File: config.mk
export PLATFORM = sky130hd
export DESIGN_NAME = mtr_drv_pwm
export DESIGN_NICKNAME = d
export VERILOG_FILES = /design/src/rtl/mtr_pkg.sv /design/src/rtl/mtr_drv_pwm_chan.sv /design/src/rtl/mtr_drv_pwm.sv
export SDC_FILE = /design/constraint.sdc
export NUM_CORES = 1
export LEC_CHECK = 0
export ABC_AREA = 1
export CAP_MARGIN = 20
export CORE_ASPECT_RATIO = 1.75
export CORE_MARGIN = 5
export CORE_UTILIZATION = 50
export DETAILED_ROUTE_END_ITERATION = 10
export HOLD_SLACK_MARGIN = 0.1
export PLACE_DENSITY_LB_ADDON = 0.25
export REMOVE_ABC_BUFFERS = 1
export SKIP_CTS_REPAIR_TIMING = 1
export SLEW_MARGIN = 5
export SYNTH_ARGS = -nofsm -noshare
export SYNTH_HDL_FRONTEND = slang
export SYNTH_HIERARCHICAL = 1
export SYNTH_SLANG_ARGS = --single-unit
export TNS_END_PERCENT = 20
File: constraint.sdc
create_clock -name clk -period 2 [get_ports clk]
set_input_delay 0.3 -clock clk [delete_from_list [all_inputs] [get_ports clk]]
set_output_delay 0.3 -clock clk [all_outputs]
set_load 0.01 [all_outputs]
File: src/rtl/mtr_pkg.sv
// Shared types and constants for the two-channel H-bridge PWM driver.
package mtr_pkg;

    localparam int PWM_W   = 11;
    localparam int SPD_W   = 12;
    localparam int PWM_MAX = (1 << PWM_W) - 1;

    typedef enum logic [1:0] {IDLE, FWD, REV, DEAD} chan_st_t;

    // |spd| clipped to the PWM range; the most negative code would otherwise overflow.
    function automatic logic [PWM_W-1:0] spd_to_mag(input logic [SPD_W-1:0] spd);
        logic [SPD_W-1:0] neg;
        neg = -spd;
        if (!spd[SPD_W-1])
            return spd[PWM_W-1:0];
        else if (spd == {1'b1, {(SPD_W-1){1'b0}}})
            return PWM_W'(PWM_MAX);
        else
            return neg[PWM_W-1:0];
    endfunction

endpackage

File: src/rtl/mtr_drv_pwm_chan.sv
// One motor channel: period-boundary shadow registers, direction FSM with
// dead-period counter, and registered forward/reverse leg outputs.
module mtr_chan
    import mtr_pkg::*;
#(
    parameter int DEAD_PER = 1
) (
    input  logic             i_clk,
    input  logic             i_rst_n,
    input  logic             i_go,
    input  logic             i_boundary,
    input  logic [PWM_W-1:0] i_cnt,
    input  logic [SPD_W-1:0] i_spd,
    output logic             o_fwd,
    output logic             o_rev
);

    chan_st_t         r_st;
    logic             r_sign;
    logic [PWM_W-1:0] r_mag;
    logic [1:0]       r_dead;
    logic             r_fwd;
    logic             r_rev;

    logic             w_sign;
    logic [PWM_W-1:0] w_mag;
    logic             w_raw;
    chan_st_t         w_tgt;

    assign w_sign = i_spd[SPD_W-1];
    assign w_mag  = spd_to_mag(i_spd);
    assign w_raw  = (i_cnt < r_mag);
    assign w_tgt  = w_sign ? REV : FWD;

    always_ff @(posedge i_clk) begin
        if (!i_rst_n) begin
            r_st   <= IDLE;
            r_sign <= 1'b0;
            r_mag  <= '0;
            r_dead <= '0;
            r_fwd  <= 1'b0;
            r_rev  <= 1'b0;
        end else begin
            // Leg gating on the shadow sign keeps the two legs exclusive by construction.
            r_fwd <= i_go && (r_st == FWD) && !r_sign && w_raw;
            r_rev <= i_go && (r_st == REV) &&  r_sign && w_raw;
            if (i_boundary) begin
                r_sign <= w_sign;
                r_mag  <= w_mag;
            end
            if (!i_go) begin
                r_st   <= IDLE;
                r_dead <= '0;
            end else if (i_boundary) begin
                case (r_st)
                    IDLE: r_st <= w_tgt;
                    FWD: if (w_sign) begin
                        r_st   <= DEAD;
                        r_dead <= 2'(DEAD_PER);
                    end
                    REV: if (!w_sign) begin
                        r_st   <= DEAD;
                        r_dead <= 2'(DEAD_PER);
                    end
                    DEAD: if (r_dead <= 2'd1) begin
                        r_st   <= w_tgt;
                        r_dead <= '0;
                    end else begin
                        r_dead <= r_dead - 2'd1;
                    end
                    default: r_st <= IDLE;
                endcase
            end
        end
    end

    assign o_fwd = r_fwd;
    assign o_rev = r_rev;

endmodule

File: src/rtl/mtr_drv_pwm.sv
// Two-channel H-bridge PWM driver fed by the PID speed interface; owns the
// shared period counter and period_strt pulse.
module mtr_drv_pwm
    import mtr_pkg::*;
#(
    parameter int DEAD_PER = 1
) (
    input  logic             clk,
    input  logic             rst_n,
    input  logic             go,
    input  logic [SPD_W-1:0] lft_spd,
    input  logic [SPD_W-1:0] right_spd,
    output logic             lft_fwd,
    output logic             lft_rev,
    output logic             rgt_fwd,
    output logic             rgt_rev,
    output logic             period_strt
);

    logic [PWM_W-1:0] r_cnt;
    logic             r_period_strt;
    logic             w_boundary;
    logic             w_go;

    assign w_boundary = &r_cnt;
    assign w_go       = go;

    always_ff @(posedge clk) begin
        if (!rst_n) begin
            r_cnt         <= '0;
            r_period_strt <= 1'b0;
        end else begin
            r_cnt         <= r_cnt + PWM_W'(1);
            r_period_strt <= (r_cnt == '0);
        end
    end

    assign period_strt = r_period_strt;

    mtr_chan #(.DEAD_PER(DEAD_PER)) u_lft (
        .i_clk      (clk),
        .i_rst_n    (rst_n),
        .i_go       (w_go),
        .i_boundary (w_boundary),
        .i_cnt      (r_cnt),
        .i_spd      (lft_spd),
        .o_fwd      (lft_fwd),
        .o_rev      (lft_rev)
    );

    mtr_chan #(.DEAD_PER(DEAD_PER)) u_rgt (
        .i_clk      (clk),
        .i_rst_n    (rst_n),
        .i_go       (w_go),
        .i_boundary (w_boundary),
        .i_cnt      (r_cnt),
        .i_spd      (right_spd),
        .o_fwd      (rgt_fwd),
        .o_rev      (rgt_rev)
    );

endmodule

==> results.sh, run 1 <==
export IMPL_drv_slew=0
export IMPL_gp_congestion=0.843
export IMPL_synthesis_instances=447
export IMPL_synthesis_area_um2=3010
export IMPL_cts_num_sinks=48
export IMPL_p_leak_nw=1.58
export IMPL_slew_headroom_pct=74.9
export IMPL_drc=0
export IMPL_dieArea_um2=7740
export IMPL_io_buffers=31
export IMPL_via_per_inst=5.10
export IMPL_max_cap_violations=0
export IMPL_drive_above_1_share_pct=8.32
export IMPL_min_path_cells=2
export IMPL_rows=37
export IMPL_hold_ws_ns=0.489
export IMPL_finalCriticalPeriod_ns=1.73
export IMPL_clkLatencyLatePin_ns=0.31
export IMPL_swShare_pct=25.9
export IMPL_internal_power_mw=1.36
export IMPL_comb_power_share_pct=14.1
export IMPL_final_cell_mix="nand2_1, inv_1, nor2_1"
export IMPL_track_usage_pct=20.3
export IMPL_syn_area_per_cell_um2=6.74
export IMPL_num_nets_final=551
export IMPL_cts_tree="yes"
export IMPL_diodes=0
export IMPL_required_ns=2.19
export IMPL_final_cell_area_um2=3580
export IMPL_netlist_area_leader_share_pct=31.9
export IMPL_skew_ns=0.00874
export IMPL_ys_ff_latch=48
export IMPL_synth_area_leader_cell="dfxtp_1"
export IMPL_arrival_ns=1.92
export IMPL_hp_class="reg2reg"
export IMPL_drt_wl_total_um=6990
export IMPL_p_clk_share_pct=33.2
export IMPL_die_h_um=113
export IMPL_period_share_pct=86.7
export IMPL_cts_buffer_depth=2
export IMPL_seqPwrFrac_pct=52.7
export IMPL_synth_seq_area_share_pct=31.9
export IMPL_antenna_found_initial=0
export IMPL_gr_total_overflow=0
export IMPL_path_clk_slew_ns=0.08
export IMPL_num_vias=2910
export IMPL_power_density_nw_per_um2=512
export IMPL_dr_pass1_iters=4
export IMPL_critPathLaunchType="register"
export IMPL_status="finished, final reports clean"
export IMPL_ff2ff_path_depth=8
export IMPL_numCtsBuffers=5
export IMPL_p_sw_mw=0.475
export IMPL_io_pin_count=32
export IMPL_synthTopCellsByArea="dfxtp_1, ha_1, nand2_1"
export IMPL_h_tree_depth=2
export IMPL_dpl_cell_count=563
export IMPL_clockRootBuffer="clkbuf_8"
export IMPL_place_hpwl_um=5670
export IMPL_grt_pass1_wl_um=12200
export IMPL_setup_viol=0
export IMPL_path_max_fanout=9
export IMPL_crit_path_end_kind="register"
export IMPL_syn_to_final_growth_pct=18.8
export IMPL_worst_pin_slew_ns=0.376
export IMPL_start_util_pct=51.2
export IMPL_die_w_um=68.7
export IMPL_ir_worst_vdd_mv=0.300
export IMPL_max_freq_mhz=576
export IMPL_first_iter_violations=112
export IMPL_wl_per_cell_um=12.2
export IMPL_hold_viol=0
export IMPL_yosys_warnings=6
export IMPL_yosys_cell_types_count=23
export IMPL_grt_max_degree=23
export IMPL_final_cells=571
export IMPL_coreArea_um2=5880
export IMPL_setup_tns_ns=0
export IMPL_grt_pass1_vias=2897
export IMPL_rsz0062_at_grt="no"
export IMPL_crit_type="reg2reg"
export IMPL_final_antenna_net_count=0
export IMPL_placed_area_um2=3480
export IMPL_final_common_cell="nand2_1"
## synthesized netlist by cell type (all sizes together)
cell type,instances
dfxtp,48
o21ai,42
nand4,1
o211ai,2
nor3,4
ha,32
nand2,92
nor2,64
a31oi,2
clkbuf,4
a21oi,47
xor2,2
buf,5
inv,64
nand3,34
xnor2,4
## worst paths after layout
| check | startpoint | end | slack (ns) |
|---|---|---|---|
| min | u_rgt/r_dead[1] | u_rgt/r_dead[1] | 0.49 |
| max | r_cnt[0] | u_lft/r_mag[8] | 0.27 |
| max reg2reg | r_cnt[0] | u_lft/r_mag[8] | 0.27 |
| min reg2reg | u_rgt/r_dead[1] | u_rgt/r_dead[1] | 0.49 |
## power by group through the flow
stage | combinational [mW] | sequential [mW] | clock, mW
2_1_floorplan | 0.125 | 0.992 | 0
3_3_place_gp | 0.255 | 0.987 | 0
6_report | 0.259 | 0.965 | 0.609
4_1_cts | 0.260 | 0.965 | 0.635
3_5_place_dp | 0.258 | 0.988 | 0
5_1_grt | 0.293 | 0.967 | 0.671
## metrics by stage
stage / setup WS [ns] / total power, mW / util, %
2_1_floorplan: -0.0444 / 1.12 / -
3_3_place_gp: 0.174 / 1.24 / 59.3
3_5_place_dp: 0.152 / 1.25 / 59.3
4_1_cts: 0.147 / 1.86 / 60.8
5_1_grt: 0.0954 / 1.93 / 60.8
6_report: 0.265 / 1.83 / 60.8
## area by class of cell
cell class | count | area (um2)
clock buffers | 6 | 82.6
clock inverters | 2 | 10.0
fillers | 592 | 2300
inverters | 64 | 240
multi-input cells | 326 | 1760
flip-flops and latches | 48 | 961
well taps | 78 | 97.6
repair buffers | 47 | 430
## state kept, by name (all words and copies together), names as in the netlist
name,count
r_cnt,11
u_lft/r_mag,11
u_rgt/r_mag,11
u_lft/r_dead,2
u_lft/r_st,2
u_rgt/r_dead,2
u_rgt/r_st,2
period_strt,1
u_lft/o_fwd,1
u_lft/o_rev,1
u_lft/r_sign,1
u_rgt/o_fwd,1
u_rgt/o_rev,1
u_rgt/r_sign,1
## per-layer routing
| metal | GRT usage (%) | vias to the layer above | part of all wire [%] |
|---|---|---|---|
| met2 | 37.5 | 53 | 55 |
| met1 | 21.3 | 1312 | 39 |
| met4 | 8.50 | 0 | 3.1 |
| li1 | - | 1531 | - |
| met3 | 3.30 | 14 | 2.9 |
| met5 | 0 | - | 0 |
## worst max-delay path: stages (launching register included)
cell and delay [ns]:
dfxtp_1 0.34, ha_1 0.18, nand2_2 0.09, nor2_2 0.15, nand3_1 0.15, inv_2 0.18, inv_1 0.09, a21oi_2 0.31
a21oi_1 0.12
## cell families (layout without fill, tap and decap cells)
kind of cell               count (synthesis)  after routing  synth area share, %
and+or+nand+nor                          195            195                 26.8
AOI/OAI and AO/OA                         93             93                 16.5
DFF                                       48             48                 31.9
xor gates and xnor gates                   6              6                 1.74
buffers and inverters                     73            119                 9.80
adders and majority gates                 32             32                 13.3
No activity file was read; power rests on OpenSTA's default activity.
==> inputs of run 2 (changes only) <==
--- a/config.mk
+++ b/config.mk
@@ -10,6 +10,7 @@
 export CORE_ASPECT_RATIO = 1.75
 export CORE_MARGIN = 5
 export CORE_UTILIZATION = 50
+export CTS_CLUSTER_DIAMETER = 120
 export DETAILED_ROUTE_END_ITERATION = 10
 export HOLD_SLACK_MARGIN = 0.1
 export PLACE_DENSITY_LB_ADDON = 0.25
==> results of run 2 <==
No change in the layout: final DEF, timing and power equal those of run 1.
==> inputs of run 3 (changes only) <==
--- a/config.mk
+++ b/config.mk
@@ -6,7 +6,6 @@
 export NUM_CORES = 1
 export LEC_CHECK = 0
 export ABC_AREA = 1
-export CAP_MARGIN = 20
 export CORE_ASPECT_RATIO = 1.75
 export CORE_MARGIN = 5
 export CORE_UTILIZATION = 50
@@ -14,6 +13,7 @@
 export DETAILED_ROUTE_END_ITERATION = 10
 export HOLD_SLACK_MARGIN = 0.1
 export PLACE_DENSITY_LB_ADDON = 0.25
+export RECOVER_POWER = 100
 export REMOVE_ABC_BUFFERS = 1
 export SKIP_CTS_REPAIR_TIMING = 1
 export SLEW_MARGIN = 5
==> results.sh, run 3 (synthesis gave the netlist of run 1 again) <==
export IMPL_pre_cts_ws_ns=0.152
export IMPL_hold_start="u_rgt/r_dead[1]"
export IMPL_io_buffers=31
export IMPL_required_ns=2.19
export IMPL_power_density_nw_per_um2=514
export IMPL_die_h_um=113
export IMPL_hp_class="reg2reg"
export IMPL_drive_above_1_share_pct=7.51
export IMPL_h_tree_depth=2
export IMPL_final_util_pct=60.6
export IMPL_setup_viol=0
export IMPL_final_cell_mix="nand2_1, inv_1, nor2_1"
export IMPL_finalCriticalPeriod_ns=1.77
export IMPL_holdPathEnd="u_rgt/r_dead[1]"
export IMPL_cpPeakStageDelay_ns=0.35
export IMPL_cts_num_sinks=48
export IMPL_clkLatencyLatePin_ns=0.31
export IMPL_cts_tree="yes"
export IMPL_crit_type="reg2reg"
export IMPL_rsz0062_at_grt="no"
export IMPL_critPathLaunchType="register"
export IMPL_drc=0
export IMPL_io_pin_count=32
export IMPL_num_vias=2917
export IMPL_start_util_pct=51.2
export IMPL_numCtsBuffers=5
export IMPL_drv_slew=0
export IMPL_period_share_pct=88.5
export IMPL_rrSetupSlack_ns=0.23
export IMPL_final_antenna_net_count=0
export IMPL_dr_pass1_iters=4
export IMPL_cts_buffer_depth=2
export IMPL_drt_wl_total_um=7010
export IMPL_wl_per_cell_um=12.3
export IMPL_max_cap_violations=0
export IMPL_first_iter_violations=109
export IMPL_dieArea_um2=7740
export IMPL_p_leak_nw=1.59
export IMPL_ir_worst_vdd_mv=0.300
export IMPL_path_max_fanout=9
export IMPL_reg2reg_from="r_cnt[0]"
export IMPL_setup_ws_ns=0.231
export IMPL_clockRootBuffer="clkbuf_8"
export IMPL_syn_to_final_growth_pct=18.3
export IMPL_max_freq_mhz=565
export IMPL_slowest_stage="dfxtp_1"
export IMPL_gp_congestion=0.843
export IMPL_hold_viol=0
export IMPL_grt_max_degree=23
export IMPL_rows=37
export IMPL_path_clk_slew_ns=0.08
export IMPL_arrival_ns=1.96
export IMPL_top_regs="r_cnt x11, u_lft/r_mag x11, u_rgt/r_mag x11"
export IMPL_grt_pass1_wl_um=12200
export IMPL_worst_pin_slew_ns=0.572
export IMPL_total_power_mw=1.83
export IMPL_gr_total_overflow=0
export IMPL_r2r_end="u_lft/r_mag[8]"
export IMPL_skew_ns=0.00818
export IMPL_grt_pass1_vias=2897
export IMPL_path_cells="ha_1 > nand2_1 > nor2_2 > nand3_1 > inv_2 > inv_1 > a21oi_2 > a21oi_1"
export IMPL_die_w_um=68.7
export IMPL_diodes=0
export IMPL_num_nets_final=551
export IMPL_via_per_inst=5.11
export IMPL_final_common_cell="nand2_1"
export IMPL_setup_tns_ns=0
export IMPL_place_hpwl_um=5670
export IMPL_antenna_found_initial=0
export IMPL_coreArea_um2=5880
export IMPL_ff2ff_path_depth=8
export IMPL_crit_path_end_kind="register"
export IMPL_track_usage_pct=20.3
export IMPL_min_path_cells=2
export IMPL_slew_headroom_pct=61.8
export IMPL_status="finished, final reports clean"
[run 3: area by class of cell]
| class | count | area (um2) |
|---|---|---|
| tap | 78 | 97.6 |
| sequential | 48 | 961 |
| multi-input combinational | 326 | 1750 |
| fill | 596 | 2320 |
| clock inverter | 2 | 10.0 |
| timing repair buffer | 47 | 419 |
| inverter | 64 | 240 |
| clock buffer | 6 | 82.6 |
[run 3: critical path, delay by kind of cell (launching register included)]
| kind | cells | cell delay [ns] |
|---|---|---|
| flops | 1 | 0.35 |
| fa+ha+maj | 1 | 0.17 |
| buf+inv | 2 | 0.28 |
| simple gates | 3 | 0.44 |
| compound gates | 2 | 0.43 |
[run 3: stage by stage]
stage / hold slack [ns] / area, um2 / cells
after floorplan: 0.393 / 2960 / 438
after global placement: 0.472 / 3480 / 563
after detailed placement: 0.482 / 3480 / 563
after CTS: 0.496 / 3580 / 571
after global routing: 0.525 / 3560 / 571
final: 0.489 / 3560 / 571
[run 3: layer usage]
| layer | track usage [%] | up-vias | routed length, um | part of all wire, % |
|---|---|---|---|---|
| met1 | 21.3 | 1321 | 2770 | 40 |
| li1 | - | 1532 | - | - |
| met5 | 0 | - | 0 | 0 |
| met3 | 3.30 | 12 | 181 | 2.6 |
| met4 | 8.50 | 0 | 206 | 2.9 |
| met2 | 37.5 | 52 | 3850 | 55 |
[run 3: power breakdown]
| group | internal, mW | total [mW] | leakage [nW] | switching [mW] |
|---|---|---|---|---|
| registers | 0.962 | 0.965 | 0.387 | 0.00303 |
| clock network | 0.277 | 0.610 | 0.0510 | 0.334 |
| logic | 0.118 | 0.257 | 1.15 | 0.139 |
| total | 1.36 | 1.83 | 1.59 | 0.476 |
[run 3: worst max path at each step]
stage,startpoint,to,slack [ns],cells after the start
floorplan,r_cnt[1],u_lft/r_st[0],-0.04,9
global placement,lft_spd[0],u_lft/r_mag[7],0.17,7
detailed placement,lft_spd[0],u_lft/r_mag[8],0.15,7
CTS,r_cnt[0],u_lft/r_mag[8],0.15,8
global route,r_cnt[1],u_rgt/r_st[0],0.07,9
finish,r_cnt[0],u_lft/r_mag[8],0.23,8
